===== src/rtl/bar_capture_bank.sv =====
// Host-decoded register bank with a capture RAM filled by a triggered capture engine.
// state | meaning: IDLE idle, ARMED waiting for trigger, CAPTURE writing samples, DONE one-shot finished
module bar_capture_bank #(
    parameter int unsigned AW           = 24,
    parameter int unsigned DW           = 32,
    parameter int unsigned SW           = 8,
    parameter int unsigned RAM_AW       = 6,
    parameter int unsigned RAM_BASE     = 'h100,
    parameter int unsigned SCRATCH_INIT = 'h42
) (
    input  logic          clk,
    input  logic          rst_n,
    input  logic          demo_sig,
    input  logic [SW-1:0] sample,
    input  logic [AW-1:0] gb_addr,
    input  logic [DW-1:0] gb_wdata,
    input  logic          gb_we,
    input  logic          gb_re,
    output logic [DW-1:0] gb_rdata,
    output logic          gb_rvalid,
    output logic          done
);

    localparam int unsigned   DEPTH       = 2 ** RAM_AW;
    localparam logic [AW-1:0] BASE_A      = AW'(RAM_BASE);
    localparam logic [AW-1:0] ADDR_CTRL   = AW'(32'h0);
    localparam logic [AW-1:0] ADDR_STATUS = AW'(32'h1);
    localparam logic [AW-1:0] ADDR_SCR    = AW'(32'h2);
    localparam logic [AW-1:0] ADDR_CAPLEN = AW'(32'h3);
    localparam logic [AW-1:0] ADDR_CAPCNT = AW'(32'h4);

    typedef enum logic [1:0] {
        IDLE    = 2'd0,
        ARMED   = 2'd1,
        CAPTURE = 2'd2,
        DONE    = 2'd3
    } state_t;

    state_t              state_q, state_nxt;
    logic [RAM_AW-1:0]   wptr_q, wptr_nxt;
    logic [RAM_AW-1:0]   caplen_q;
    logic [DW-1:0]       capcnt_q;
    logic [DW-1:0]       scratch_q;
    logic                cont_q;
    logic                demo_sig_q;
    logic [SW-1:0]       mem [DEPTH];

    logic                sel_ctrl, sel_status, sel_scr, sel_caplen, sel_capcnt, sel_ram;
    logic [RAM_AW-1:0]   ram_idx;
    logic                ctrl_we, arm_cmd, abort_cmd, trig;
    logic                eng_we, cap_last, host_ram_we;
    logic [DW-1:0]       status_word, rd_mux;

    assign sel_ctrl   = (gb_addr == ADDR_CTRL);
    assign sel_status = (gb_addr == ADDR_STATUS);
    assign sel_scr    = (gb_addr == ADDR_SCR);
    assign sel_caplen = (gb_addr == ADDR_CAPLEN);
    assign sel_capcnt = (gb_addr == ADDR_CAPCNT);
    assign sel_ram    = (gb_addr[AW-1:RAM_AW] == BASE_A[AW-1:RAM_AW]);
    assign ram_idx    = gb_addr[RAM_AW-1:0];

    assign ctrl_we   = gb_we & sel_ctrl;
    assign arm_cmd   = ctrl_we & gb_wdata[0];
    assign abort_cmd = ctrl_we & gb_wdata[1];
    assign trig      = demo_sig & ~demo_sig_q;

    // The engine owns the RAM outside IDLE/DONE, so host writes are dropped there.
    assign host_ram_we = gb_we & sel_ram & ((state_q == IDLE) | (state_q == DONE));

    always_ff @(posedge clk or negedge rst_n) begin
        if (!rst_n) begin
            state_q    <= IDLE;
            wptr_q     <= '0;
            done       <= 1'b0;
            demo_sig_q <= 1'b0;
        end else begin
            state_q    <= state_nxt;
            wptr_q     <= wptr_nxt;
            done       <= (state_nxt == DONE);
            demo_sig_q <= demo_sig;
        end
    end

    always_comb begin
        state_nxt = state_q;
        wptr_nxt  = wptr_q;
        eng_we    = 1'b0;
        cap_last  = 1'b0;
        case (state_q)
            IDLE, DONE: begin
                if (arm_cmd) begin
                    state_nxt = ARMED;
                    wptr_nxt  = '0;
                end
            end
            ARMED, CAPTURE: begin
                if (state_q == CAPTURE || trig) begin
                    eng_we   = 1'b1;
                    wptr_nxt = wptr_q + RAM_AW'(1);
                    if (wptr_q == caplen_q) begin
                        cap_last = 1'b1;
                        if (cont_q) begin
                            state_nxt = ARMED;
                            wptr_nxt  = '0;
                        end else begin
                            state_nxt = DONE;
                        end
                    end else begin
                        state_nxt = CAPTURE;
                    end
                end
            end
            default: state_nxt = IDLE;
        endcase
        if (abort_cmd) begin
            state_nxt = IDLE;
            wptr_nxt  = wptr_q;
            eng_we    = 1'b0;
            cap_last  = 1'b0;
        end
    end

    always_ff @(posedge clk or negedge rst_n) begin
        if (!rst_n) begin
            cont_q    <= 1'b0;
            scratch_q <= DW'(SCRATCH_INIT);
            caplen_q  <= '1;
            capcnt_q  <= '0;
        end else begin
            if (ctrl_we) cont_q <= gb_wdata[2];
            if (gb_we && sel_scr) scratch_q <= gb_wdata;
            if (gb_we && sel_caplen) caplen_q <= gb_wdata[RAM_AW-1:0];
            if (cap_last) capcnt_q <= capcnt_q + DW'(1);
        end
    end

    always_ff @(posedge clk) begin
        if (eng_we) begin
            mem[wptr_q] <= sample;
        end else if (host_ram_we) begin
            mem[ram_idx] <= gb_wdata[SW-1:0];
        end
    end

    always_comb begin
        status_word               = '0;
        status_word[1:0]          = state_q;
        status_word[2]            = cont_q;
        status_word[RAM_AW+7:8]   = wptr_q;
    end

    always_comb begin
        rd_mux = '0;
        if (sel_ram) begin
            rd_mux[SW-1:0] = mem[ram_idx];
        end else if (sel_status) begin
            rd_mux = status_word;
        end else if (sel_scr) begin
            rd_mux = scratch_q;
        end else if (sel_caplen) begin
            rd_mux[RAM_AW-1:0] = caplen_q;
        end else if (sel_capcnt) begin
            rd_mux = capcnt_q;
        end
    end

    // Read data is registered from pre-edge contents, so a same-cycle write reads old data.
    always_ff @(posedge clk or negedge rst_n) begin
        if (!rst_n) begin
            gb_rdata  <= '0;
            gb_rvalid <= 1'b0;
        end else begin
            gb_rvalid <= gb_re;
            if (gb_re) gb_rdata <= rd_mux;
        end
    end

endmodule


===== config.mk =====
export PLATFORM = sky130hd
export DESIGN_NAME = bar_capture_bank
export DESIGN_NICKNAME = d
export VERILOG_FILES = /design/src/rtl/bar_capture_bank.sv
export SDC_FILE = /design/constraint.sdc
export NUM_CORES = 1
export LEC_CHECK = 0
export ABC_CLOCK_PERIOD_IN_PS = 8600
export CAP_MARGIN = 25
export CORE_MARGIN = 2
export CORE_UTILIZATION = 60
export CTS_CLUSTER_SIZE = 10
export DETAILED_ROUTE_END_ITERATION = 12
export PLACE_DENSITY = 0.82
export SLEW_MARGIN = 30
export SYNTH_ARGS = -nofsm -noshare
export SYNTH_HDL_FRONTEND = slang
export SYNTH_SLANG_ARGS = --single-unit

===== constraint.sdc =====
create_clock -name clk -period 8.6 [get_ports clk]
set_clock_uncertainty 0.15 [all_clocks]
set_input_delay 1.72 -clock clk [delete_from_list [all_inputs] [get_ports clk]]
set_output_delay 1.72 -clock clk [all_outputs]
set_load 0.02 [all_outputs]

# --- After elaboration in Yosys (flattened, before gate mapping) ---
# Memories as Yosys holds them, arrays and structs flattened.
# Index checks and enable logic that the tools add are counted.
word_totals:
  regBits: 114
  ram_bits: 512
  out_inout_bits: 34
  wordCells: 76
  memories: 1
classes:
  addsub: 2
  eq_ne: 12
  mux: 33
  bitwise_logic: 9
  n_reduce_logical: 9
memory_table:
  columns: ["memory", "depth", "word_bits", "read_ports", "rd_ports_with_merged_regs", "wr", "line", "source"]
  rows:
  - ["mem", 64, 8, 1, 0, 1, "46", "logic [SW-1:0] mem [DEPTH];"]
ops:
  columns: ["cell", "n"]
  rows:
  - ["$mux 32", 3]
  - ["$eq 24x2->1 const B", 2]
  - ["$mux 6", 6]
  - ["$add 32x1->32 const B", 1]
  - ["$mux 26", 1]
  - ["$eq 24x1->1 const B", 1]
  - ["$eq 24x3->1 const B", 1]
  - ["$logic_not 24->1", 1]
  - ["$mux 24", 1]
  - ["$eq 18x3->1 const B", 1]
  - ["$mux 8", 2]
  - ["$mux 1", 13]
  - ["$pmux 6 s2", 1]
  - ["$mux 2", 5]
  - ["$reduce_or 8->1", 1]
  - ["$add 6x1->6 const B", 1]
  - ["$and 1x1->1", 6]
  - ["$eq 2x2->1 const B", 3]
  - ["$eq 6x6->1", 1]
  - ["$ne 2x2->1 const B", 2]
  - ["$pmux 2 s2", 1]
  - ["$reduce_or 2->1", 2]
  - ["$reduce_and 3->1", 1]
  - ["$eq 2x1->1 const B", 1]
  - ["5 further kinds", 7]

# --- Depth between registers and ports, before layout ---
logic_depth:
  ltp_word: 10
  mapped_depth: 11

# --- Worst setup path after synthesis ---
# OpenSTA, ideal clock, no wires.
synth_timing:
  kind: "input to register"
  start: "in gb_addr[14]"
  end: "mem mem[43][0], enable pin"
  arrival_ns: 4.048
  slack_ns: 4.016
  cell_stages: 5
  path_buffers: 0
  path_cell_list: "nor4_2 nand3_2 nor4_4 mux2i_1 nor3b_1"
synth_via:
  elab_chain_cells: 8
  elab_cells_between_ends: 15
  cone_classes: "eq/ne (1); mux (8); bitwise (4); reduce/logical (2)"
synth_lines:
  columns: ["item", "line", "source"]
  rows:
  - ["start, declared", "15", "input logic [AW-1:0] gb_addr,"]
  - ["$eq 18x3->1 or $logic_not 24->1 (tied branches)", "59, 54", null]
  - ["$and 1x1->1, on equally long branches", "68, 62", null]
  - ["$and 1x1->1, on equally long branches", "68, 64", null]
  - ["$mux 1, on equally long branches", "140, 115", null]
  - ["$mux 1", "138", "if (eng_we) begin"]
  - ["$mux 1 (implied by the code)", "141", "mem[ram_idx] <= gb_wdata[SW-1:0];"]
  - ["$reduce_or 8->1 (no source line)", null, null]
  - ["$mux 6 (no source line) or $mux 1 (tied branches)", null, null]
  - ["end, declared", "46", null]
# Several ways; a longest one is shown, not always the timed one.

# --- Final worst setup path ---
layout_timing:
  start: "in gb_addr[14]"
  end: "mem mem[57][1], enable pin"
# Same word-level chain as after synthesis.

==> results.sh <==
export IMPL_status="finished, final reports clean"
export IMPL_p_sw_share_pct=24.79
export IMPL_comb_power_share_pct=11.1
export IMPL_num_fill_cells=2673
export IMPL_synth_top_cells_by_count="edfxtp_1, nor2_1, mux4_2"
export IMPL_port_buffers=102
export IMPL_syn2layout_area_growth_pct=13.89
export IMPL_fin_nets=1721
export IMPL_firstDrtPassIters=7
export IMPL_endpoint_kind="register"
export IMPL_grt_max_degree=115
export IMPL_clkSinkCount=626
export IMPL_synth_compound_area_share_pct=4.653
export IMPL_antenna_cells=0
export IMPL_clk_latency_ns=0.60
export IMPL_cts_max_level=3
export IMPL_cap_violations=0
export IMPL_final_core_util_pct=68.92
export IMPL_max_slew_margin_pct=32.25
export IMPL_wl_per_cell_um=29.27
export IMPL_yosys_area_share_simple_pct=6.929
export IMPL_fmax_ghz=0.1838
export IMPL_switchingPower_uw=1701
export IMPL_die_w_um=211.8
export IMPL_power_density_mw_per_mm2=232.7
export IMPL_grt_pass1_vias=15600
export IMPL_crit_type="primary input to register"
export IMPL_synth_top_area_cell="edfxtp_1"
export IMPL_layout_drive_gt1_share_pct=19.36
export IMPL_cts_hold_buf=0
export IMPL_yosysSeqAreaShare_pct=70.43
export IMPL_path_max_fanout=34
export IMPL_dpl_cell_area_sq_mm=0.02750
export IMPL_clockBufferDepth=3
export IMPL_post_cts_resize_count=0
export IMPL_p_leak_uw=0.01007
export IMPL_die_area_sq_mm=0.04484
export IMPL_ir_worst_vdd_mv=0.1711
export IMPL_rows=76
export IMPL_fin_hold_ws_ns=0.3438
export IMPL_first_iter_violations=2147
export IMPL_fin_area_sq_mm=0.02949
export IMPL_synth_top_cell_area_share_pct=59.37
export IMPL_synth_area_sq_mm=0.02590
export IMPL_routabilityCongestion=0.9035
export IMPL_clk_pin_slew_ns=0.05
export IMPL_cts_root_buf="clkbuf_16"
export IMPL_synth_fp_nets=1598
export IMPL_met3WireLength_um=7189
export IMPL_core_sq_mm=0.04279
export IMPL_numCtsBuffers=72
export IMPL_timing_final_crit_share_pct=63.25
export IMPL_route_met2_wl_um=30620
export IMPL_min_period_ns=5.440
export IMPL_min_path_cells=1
export IMPL_synth_edf_count=512
export IMPL_antenna_found_initial=1
export IMPL_grt_usage_pct=29.69
export IMPL_routed_via_density=6.906
export IMPL_worstHoldPathType="register to register"
export IMPL_synthAdderAreaFrac_pct=0.1449
export IMPL_grt_setup_unrepaired="no"
export IMPL_p_int_uw=5161
export IMPL_vias=15290
export IMPL_grt_overflow=0
export IMPL_syn_inst=1526
export IMPL_clkPwrFrac_pct=38.8
export IMPL_grt_pass1_wl_um=97200
export IMPL_seq_power_share_pct=50.1
export IMPL_worst_r2r_path_depth=9
export IMPL_yosys_warnings=0
export IMPL_avgSynthCellArea_sq_um=16.97
export IMPL_worstPathArrival_ns=5.51
export IMPL_cts_tree="built"
export IMPL_die_y_um=211.8
export IMPL_drt_wl_total_um=64800
export IMPL_crit_required_ns=8.67
export IMPL_tightest_slew_ns=1.011
export IMPL_ys_types=71
export IMPL_ys_flop_type="edfxtp_1"
export IMPL_tns_ns=0
export IMPL_wirelength_met1_um=24010
export IMPL_synthTopCellsByArea="edfxtp_1, dfrtp_1, mux4_2, mux2i_1, mux2_2"
export IMPL_total_power_uw=6862
export IMPL_yosysMostFrequentCell="edfxtp_1"
export IMPL_setup_viol=0
export IMPL_muxShareOfSynthArea_pct=14.96
export IMPL_ys_async_sr_fraction_pct=18.21
export IMPL_highest_layer="met5"
export IMPL_dp_hpwl_um=39400
export IMPL_post_cts_buffers=0
export IMPL_synth_top_family_by_area="multiplexers"
export IMPL_synth_seq_cells=626
export IMPL_antenna_left=0
export IMPL_start_kind="primary input"
export IMPL_post_synth_xor_area_fraction_pct=1.251
export IMPL_slew_violations=0
export IMPL_ios=103
export IMPL_hold_violations=0
export IMPL_start_util_pct=60.52
export IMPL_drcViolationCount=0
[worst max-delay path: stages]
cell and delay (ns):
clkdlybuf4s50_1 0.42, nor4_2 0.37, nand3_2 0.48, nor4_4 0.40, buf_4 0.53, mux2i_2 0.59
buf_4 0.27, nand2_1 0.10, nor2_1 0.59
[layout by cell type, fill, tap and decap left out, types with 14 or more instances in the layout]
cell	netlist	final
edfxtp_1	512	512
nor2_1	138	138
mux4_2	113	113
dfrtp_1	106	106
clkdlybuf4s50_1	0	97
nand2_1	91	91
clkbuf_16	0	73
mux2i_1	71	70
mux2_2	53	53
nand3_1	34	34
a21oi_1	27	27
buf_4	6	26
xnor2_1	24	24
a221oi_1	20	20
nor3_1	24	15
nor2b_1	14	14
[through the flow]
step           instances  setup WS (ns)
6_report            2214          3.160
5_1_grt             2214          3.052
4_1_cts             2214          3.022
3_5_place_dp        2121          2.527
3_3_place_gp        2119          2.657
2_1_floorplan       1526          4.016
[cells by family (layout without fill, tap and decap cells)]
| logic type | Yosys count | after routing |
|---|---|---|
| adders and majority gates | 3 | 3 |
| and+or+nand+nor | 369 | 369 |
| AOI/OAI and AO/OA | 159 | 159 |
| DFF | 626 | 626 |
| muxes | 239 | 239 |
| buffers and inverters | 93 | 235 |
| xor gates and xnor gates | 37 | 37 |
[cell type report]
class / count / area [sq um] / area share (%)
Inverter: 12 / 45.04 / 0.1527
Clock inverter: 7 / 82.58 / 0.2800
Clock buffer: 86 / 1876 / 6.360
Sequential cell: 626 / 18240 / 61.84
Multi-Input combinational cell: 807 / 7307 / 24.78
Tap cell: 546 / 683.2 / 2.316
Timing Repair Buffer: 130 / 1261 / 4.276
[power groups by stage]
stage,clock network [uW],registers (uW),logic [uW]
floorplan,0,3470,429
global placement,0,3490,686
detailed placement,0,3490,736
CTS,2680,3430,743
global route,2790,3440,795
finish,2660,3440,764
[routing by layer]
metal	vias to the layer above	GRT usage [%]
li1	6269	-
met1	7673	40.46
met2	1119	46.39
met3	226	7.017
met4	2	13.09
met5	-	0
[flip-flops by register name (all words and copies together) (netlist names), 2 cells and up]
register and cells:
mem 512, capcnt_q 32, gb_rdata 32, scratch_q 32, caplen_q 6, wptr_q 6
state_q 2
[final timing paths]
| path | startpoint | to | slack [ns] |
|---|---|---|---|
| min in group asynchronous | rst_n | scratch_q[17] | 1.03 |
| max | gb_addr[14] | mem[57][1] | 3.16 |
| min reg2reg | capcnt_q[29] | capcnt_q[29] | 0.34 |
| max in group asynchronous | rst_n | capcnt_q[28] | 6.03 |
| min | capcnt_q[29] | capcnt_q[29] | 0.34 |
| max reg2reg | state_q[0] | mem[57][1] | 4.79 |
Note: power is estimated with default switching activity, not from simulation.
